### src/rtl/dwbuart_pkg.sv
// Shared types for the UART transmit path: controller state encoding and
// the per-frame line configuration bundle handed to the frontend.
package dwbuart_pkg;

  typedef enum logic {
    IDLE = 1'b0,
    WAIT = 1'b1
  } tx_ctrl_state_t;

  typedef struct packed {
    logic [15:0] acc_incr;
    logic        ds;
    logic [1:0]  p;
    logic        s;
  } uart_cfg_t;

endpackage

### src/rtl/sync_fifo.sv
// Single-clock FIFO with power-of-two depth. Pointers wrap naturally at
// DEPTH; occupancy carries one extra bit so full and empty never alias.
// The head entry is presented combinationally on rdata_o.
module sync_fifo #(
  parameter int WIDTH = 8,
  parameter int DEPTH = 8
) (
  input  logic                   clk_i,
  input  logic                   rst_ni,
  input  logic                   push_i,
  input  logic                   pop_i,
  input  logic                   flush_i,
  input  logic [WIDTH-1:0]       wdata_i,
  output logic [WIDTH-1:0]       rdata_o,
  output logic [$clog2(DEPTH):0] level_o,
  output logic                   empty_o,
  output logic                   full_o
);

  localparam int AW = $clog2(DEPTH);
  localparam logic [AW-1:0] PTR_ONE = AW'(1);
  localparam logic [AW:0]   LVL_ONE = (AW+1)'(1);
  localparam logic [AW:0]   LVL_MAX = (AW+1)'(DEPTH);

  logic [AW-1:0]    wptr_q, wptr_d;
  logic [AW-1:0]    rptr_q, rptr_d;
  logic [AW:0]      level_q, level_d;
  logic [WIDTH-1:0] mem_q [DEPTH];
  logic [WIDTH-1:0] mem_d [DEPTH];

  // Next pointer, occupancy and storage; flush overrides any push or pop.
  always_comb begin
    wptr_d  = wptr_q;
    rptr_d  = rptr_q;
    level_d = level_q;
    mem_d   = mem_q;
    if (flush_i) begin
      wptr_d  = '0;
      rptr_d  = '0;
      level_d = '0;
    end else begin
      if (push_i) begin
        mem_d[wptr_q] = wdata_i;
        wptr_d        = wptr_q + PTR_ONE;
      end
      if (pop_i) begin
        rptr_d = rptr_q + PTR_ONE;
      end
      if (push_i && !pop_i) begin
        level_d = level_q + LVL_ONE;
      end else if (!push_i && pop_i) begin
        level_d = level_q - LVL_ONE;
      end
    end
  end

  // Pointer and occupancy registers, emptied immediately on reset.
  always_ff @(posedge clk_i or negedge rst_ni) begin
    if (!rst_ni) begin
      wptr_q  <= '0;
      rptr_q  <= '0;
      level_q <= '0;
    end else begin
      wptr_q  <= wptr_d;
      rptr_q  <= rptr_d;
      level_q <= level_d;
    end
  end

  // Storage array needs no reset; occupancy decides what is valid.
  always_ff @(posedge clk_i) begin
    mem_q <= mem_d;
  end

  assign rdata_o = mem_q[rptr_q];
  assign level_o = level_q;
  assign empty_o = (level_q == '0);
  assign full_o  = (level_q == LVL_MAX);

endmodule

### src/rtl/tx_controller.sv
// Transmit sequencer between the register bank and tx_frontend. Buffers
// written bytes, launches one frame at a time with a one-cycle transmit
// pulse, snapshots the line configuration per frame and keeps the TX
// status flags. Define DWBUART_TX_FIFO_EN for a FIFO_DEPTH-entry buffer;
// otherwise a single holding register is used.
module tx_controller #(
  parameter int FIFO_DEPTH = 8
) (
  input  logic                          clk_i,
  input  logic                          rst_ni,
  input  logic [15:0]                   cr_acc_incr_i,
  input  logic                          cr_ds_i,
  input  logic [1:0]                    cr_p_i,
  input  logic                          cr_s_i,
  input  logic                          cr_te_i,
  input  logic                          wr_i,
  input  logic [7:0]                    wdata_i,
  input  logic                          flush_i,
  input  logic                          tc_clr_i,
  input  logic                          ovf_clr_i,
  input  logic                          done_i,
  output logic [15:0]                   cr_acc_incr_o,
  output logic                          cr_ds_o,
  output logic [1:0]                    cr_p_o,
  output logic                          cr_s_o,
  output logic                          transmit_o,
  output logic [7:0]                    dr_o,
  output logic                          txe_o,
  output logic                          txf_o,
  output logic [$clog2(FIFO_DEPTH):0]   level_o,
  output logic                          busy_o,
  output logic                          tc_o,
  output logic                          ovf_o
);

  import dwbuart_pkg::*;

  localparam int LW = $clog2(FIFO_DEPTH) + 1;

  tx_ctrl_state_t state_q, state_d;
  logic           transmit_q, transmit_d;
  logic [7:0]     dr_q, dr_d;
  uart_cfg_t      cfg_q, cfg_d;
  uart_cfg_t      cfg_in;
  logic           tc_q, tc_d;
  logic           ovf_q, ovf_d;

  logic           buf_empty;
  logic           buf_full;
  logic [7:0]     buf_head;
  logic [LW-1:0]  buf_level;
  logic           launch;
  logic           wr_accept;
  logic           ovf_set;
  logic           tc_set;

  assign cfg_in    = {cr_acc_incr_i, cr_ds_i, cr_p_i, cr_s_i};
  assign launch    = (state_q == IDLE) && cr_te_i && !buf_empty;
  assign wr_accept = wr_i && !flush_i && (!buf_full || launch);
  assign ovf_set   = wr_i && !flush_i && !wr_accept;
  assign tc_set    = (state_q == WAIT) && done_i && buf_empty && !wr_accept;

`ifdef DWBUART_TX_FIFO_EN
  sync_fifo #(
    .WIDTH (8),
    .DEPTH (FIFO_DEPTH)
  ) u_fifo (
    .clk_i   (clk_i),
    .rst_ni  (rst_ni),
    .push_i  (wr_accept),
    .pop_i   (launch),
    .flush_i (flush_i),
    .wdata_i (wdata_i),
    .rdata_o (buf_head),
    .level_o (buf_level),
    .empty_o (buf_empty),
    .full_o  (buf_full)
  );
`else
  logic [7:0] hold_q, hold_d;
  logic       hold_valid_q, hold_valid_d;

  // Single-entry buffer: a write may refill it in the same cycle it is popped.
  always_comb begin
    hold_d       = hold_q;
    hold_valid_d = hold_valid_q;
    if (flush_i) begin
      hold_valid_d = 1'b0;
    end else begin
      if (launch) begin
        hold_valid_d = 1'b0;
      end
      if (wr_accept) begin
        hold_d       = wdata_i;
        hold_valid_d = 1'b1;
      end
    end
  end

  // Holding register, emptied immediately on reset.
  always_ff @(posedge clk_i or negedge rst_ni) begin
    if (!rst_ni) begin
      hold_q       <= '0;
      hold_valid_q <= 1'b0;
    end else begin
      hold_q       <= hold_d;
      hold_valid_q <= hold_valid_d;
    end
  end

  assign buf_head  = hold_q;
  assign buf_empty = !hold_valid_q;
  assign buf_full  = hold_valid_q;
  assign buf_level = {{(LW-1){1'b0}}, hold_valid_q};
`endif

  // Next state plus launch-time capture of the byte and configuration.
  always_comb begin
    state_d    = state_q;
    transmit_d = 1'b0;
    dr_d       = dr_q;
    cfg_d      = cfg_q;
    if (state_q == IDLE) begin
      if (launch) begin
        state_d    = WAIT;
        transmit_d = 1'b1;
        dr_d       = buf_head;
        cfg_d      = cfg_in;
      end
    end else begin
      if (done_i) begin
        state_d = IDLE;
      end
    end
  end

  // Sticky flags: launches and clear strobes drop them, a set always wins.
  always_comb begin
    tc_d  = tc_q;
    ovf_d = ovf_q;
    if (launch || tc_clr_i) begin
      tc_d = 1'b0;
    end
    if (tc_set) begin
      tc_d = 1'b1;
    end
    if (ovf_clr_i) begin
      ovf_d = 1'b0;
    end
    if (ovf_set) begin
      ovf_d = 1'b1;
    end
  end

  // Controller registers with asynchronous reset.
  always_ff @(posedge clk_i or negedge rst_ni) begin
    if (!rst_ni) begin
      state_q    <= IDLE;
      transmit_q <= 1'b0;
      dr_q       <= '0;
      cfg_q      <= '0;
      tc_q       <= 1'b0;
      ovf_q      <= 1'b0;
    end else begin
      state_q    <= state_d;
      transmit_q <= transmit_d;
      dr_q       <= dr_d;
      cfg_q      <= cfg_d;
      tc_q       <= tc_d;
      ovf_q      <= ovf_d;
    end
  end

  assign cr_acc_incr_o = cfg_q.acc_incr;
  assign cr_ds_o       = cfg_q.ds;
  assign cr_p_o        = cfg_q.p;
  assign cr_s_o        = cfg_q.s;
  assign transmit_o    = transmit_q;
  assign dr_o          = dr_q;
  assign txe_o         = buf_empty;
  assign txf_o         = buf_full;
  assign level_o       = buf_level;
  assign busy_o        = (state_q == WAIT);
  assign tc_o          = tc_q;
  assign ovf_o         = ovf_q;

endmodule

### config.mk
export PLATFORM = sky130hd
export DESIGN_NAME = tx_controller
export DESIGN_NICKNAME = d
export VERILOG_FILES = /design/src/rtl/dwbuart_pkg.sv /design/src/rtl/sync_fifo.sv /design/src/rtl/tx_controller.sv
export SDC_FILE = /design/constraint.sdc
export NUM_CORES = 1
export LEC_CHECK = 0
export ABC_CLOCK_PERIOD_IN_PS = 1750
export CAP_MARGIN = 10
export CORE_ASPECT_RATIO = 0.6
export CORE_MARGIN = 3
export CORE_UTILIZATION = 41
export CTS_CLUSTER_SIZE = 28
export DETAILED_ROUTE_END_ITERATION = 8
export GPL_TIMING_DRIVEN = 1
export PLACE_DENSITY = 0.79
export SKIP_LAST_GASP = 1
export SLEW_MARGIN = 20
export SYNTH_ARGS = -nofsm -noshare
export SYNTH_HDL_FRONTEND = slang
export SYNTH_SLANG_ARGS = --single-unit
### constraint.sdc
create_clock -name clk_i -period 1.75 [get_ports clk_i]
set_input_delay 0.35 -clock clk_i [delete_from_list [all_inputs] [get_ports clk_i]]
set_output_delay 0.35 -clock clk_i [all_outputs]
set_load 0.05 [all_outputs]
==> reports/results.ini <==
[outcome]
status = finished clean

[sta]
skew_ns = 0.00584
hold_viol_final = 0
holdWs_ns = 0.506
finalCritPeriodShare_pct = 83.1
slew_violations = 0
finalSetupViolations = 0
rsz0062_at_grt = false
max_freq_ghz = 0.688
finalCriticalPeriod_ns = 1.45

[setup_path]
crit_fanout = 17
endpoint_kind = flop
crit_slowest_cell = clkdlybuf4s50_1
cp-start-kind = input port
worstRegToRegCells = 4
cp.arrival_ns = 1.62
r2r_slack_ns = 0.34
critical_path_required_ns = 1.92
cp_cell_sequence = clkdlybuf4s50_1 -> nand2b_4 -> nor2_4 -> buf_12 -> mux2_1
path_class = in2reg
rr_startpoint = busy_o
cp_slowest_stage_delay_ns = 0.50
r2r-end = cr_acc_incr_o[10]

[global_route]
use_met2_pct = 20.9
grt_use_met1_pct = 21.6
grt_usage_pct = 15.0
grt_pass1_wl_mm = 5.64
met3_usage_pct = 4.62
grt-busiest-layer = met1
grt_overflow = 0
grt_antenna_before_repair = 0
grt_max_degree = 25
grt_pass1_vias = 1103

[layout]
num-nets-final = 214
diodes = 0
drive_gt1_share_pct = 47.5
layout_commonest_cell = dfrtp_1
final_cell_mix = dfrtp_1, buf_4, clkdlybuf4s50_1
fill_cells = 259
area_growth_syn_to_layout_pct = 50.8
finalNonFillerCells = 226

[logic_synthesis]
postSynthAreaPerCell_um2 = 16.6
synthFlopType = dfrtp_1
ys_ff_latch = 41
async_flop_share_pct = 100
ys_seq_area_share_pct = 61.8
synth_edf_count = 0
ys_types = 19
synth_area_um2 = 1660
synthCells = 100
yosys_warnings = 0

[cts]
cts_tree = done
htreeDepth = 2
cts_root_buf = clkbuf_8
cts_buffers = 5
cts.sinks = 41
cts_buffer_depth = 2
hold_buffers = 1
cts_resized = 0
clock_latency_ns = 0.28
cts_setup_buffers = 0
clk_pin_slew_ns = 0.08

[hold_path]
min_path_type = reg2reg
whs_endpoint = cr_acc_incr_o[13]
worstHoldStart = cr_acc_incr_o[13]
whs_path_depth = 1

[placed_design]
dp_hpwl_mm = 2.58
post-place-cells = 217
gp_congestion = 0.802
numPortBuffers = 70

[floorplanning]
coreArea_um2 = 3790
die_area_um2 = 4870
initial_core_util_pct = 43.9
top_level_ports = 74
die_w_um = 88.2
die_height_um = 55.3
num_rows = 17

[routing]
dr.pass1.iters = 4
drtAntennaViolNets = 0
drc_errors = 0
drt_iter0_drc = 34
routed_via_density = 4.68
drt-total-wl_mm = 3.43
wl_per_cell_um = 15.2
route.vias.total = 1057

[power_and_ir_drop]
power.density_nw_per_um2 = 1480
p_leak_nw = 1.14
irDropWorstVdd_mv = 1.06

[run]
drv_cap = 0

[routing by layer]
metal	up-vias	routed length [µm]
li1	491	-
met1	509	1630
met2	52	1450
met3	5	312
met4	0	43
met5	-	0
[how the worst max path moves through the flow]
stage                     startpoint                end  slack, ns  depth (start not counted)
after floorplan               busy_o        buf_head[0]       0.16                          3
after global placement       flush_i        buf_head[4]       0.02                          5
after detailed placement     cr_te_i            dr_o[3]    -0.0009                          5
after CTS                    cr_te_i            dr_o[4]       0.30                          5
after global routing         cr_te_i  cr_acc_incr_o[10]       0.26                          5
final                        cr_te_i  cr_acc_incr_o[10]       0.30                          5
[flip-flops by register name, indices dropped and copies added, names as in the netlist]
| signal | flops |
|---|---|
| cr_acc_incr_o | 16 |
| buf_head | 8 |
| dr_o | 8 |
| cr_p_o | 2 |
| busy_o | 1 |
| cr_ds_o | 1 |
| cr_s_o | 1 |
| ovf_o | 1 |
| tc_o | 1 |
| transmit_o | 1 |
| txf_o | 1 |
[Yosys cell counts, types with 2 or more instances]
cell	n	area [µm²]
o22ai_1	2	12.5
mux2_4	16	240
mux2_1	5	56.3
dfrtp_1	41	1030
inv_1	3	11.3
buf_6	3	33.8
buf_4	4	30.0
mux2_2	15	169
[cell families (layout without fill, tap and decap cells)]
group,count (synthesis),after routing,share of synthesized area (%)
buffers and inverters,11,88,4.75
AND/OR/NAND/NOR,6,6,2.64
AO/OA/AOI/OAI,5,5,2.56
other,1,3,0.226
multiplexers,36,36,28.0
flip-flops,41,41,61.8
[worst max-delay path, delay by kind of cell]
| family | cells | cell delay (ns) |
|---|---|---|
| and+or+nand+nor | 2 | 0.24 |
| buffers and inverters | 2 | 0.68 |
| muxes | 1 | 0.34 |
[per-stage QoR]
step / utilization [%] / setup TNS, ns / cell area, µm² / power (W) / worst slack (ns)
CTS: 66.1 / 0 / 2500 / 0.00375 / 0.299
detailed placement: 62.3 / -0.000873 / 2360 / 0.00285 / -0.000873
global placement: 62.3 / 0 / 2360 / 0.00283 / 0.0206
floorplan: - / 0 / 1670 / 0.00233 / 0.160
global route: 66.1 / 0 / 2500 / 0.00387 / 0.264
finish: 66.1 / 0 / 2500 / 0.00371 / 0.296
[area by class of cell]
| cell class | instances | area (µm²) | share of cell area (%) |
|---|---|---|---|
| flip-flops and latches | 41 | 1030 | 41.0 |
| clock inverters | 3 | 65.1 | 2.60 |
| repair buffers | 76 | 706 | 28.2 |
| well taps | 47 | 58.8 | 2.35 |
| multi-input cells | 50 | 563 | 22.5 |
| inverters | 4 | 15.0 | 0.600 |
| clock buffers | 5 | 68.8 | 2.75 |
[power breakdown]
part | internal (W) | total, W | switching [W]
Sequential | 0.00118 | 0.00131 | 0.000133
Clock | 0.000566 | 0.000878 | 0.000311
Combinational | 0.000569 | 0.00152 | 0.000947
Total | 0.00231 | 0.00371 | 0.00139
Power figures use the tool's default switching activity.
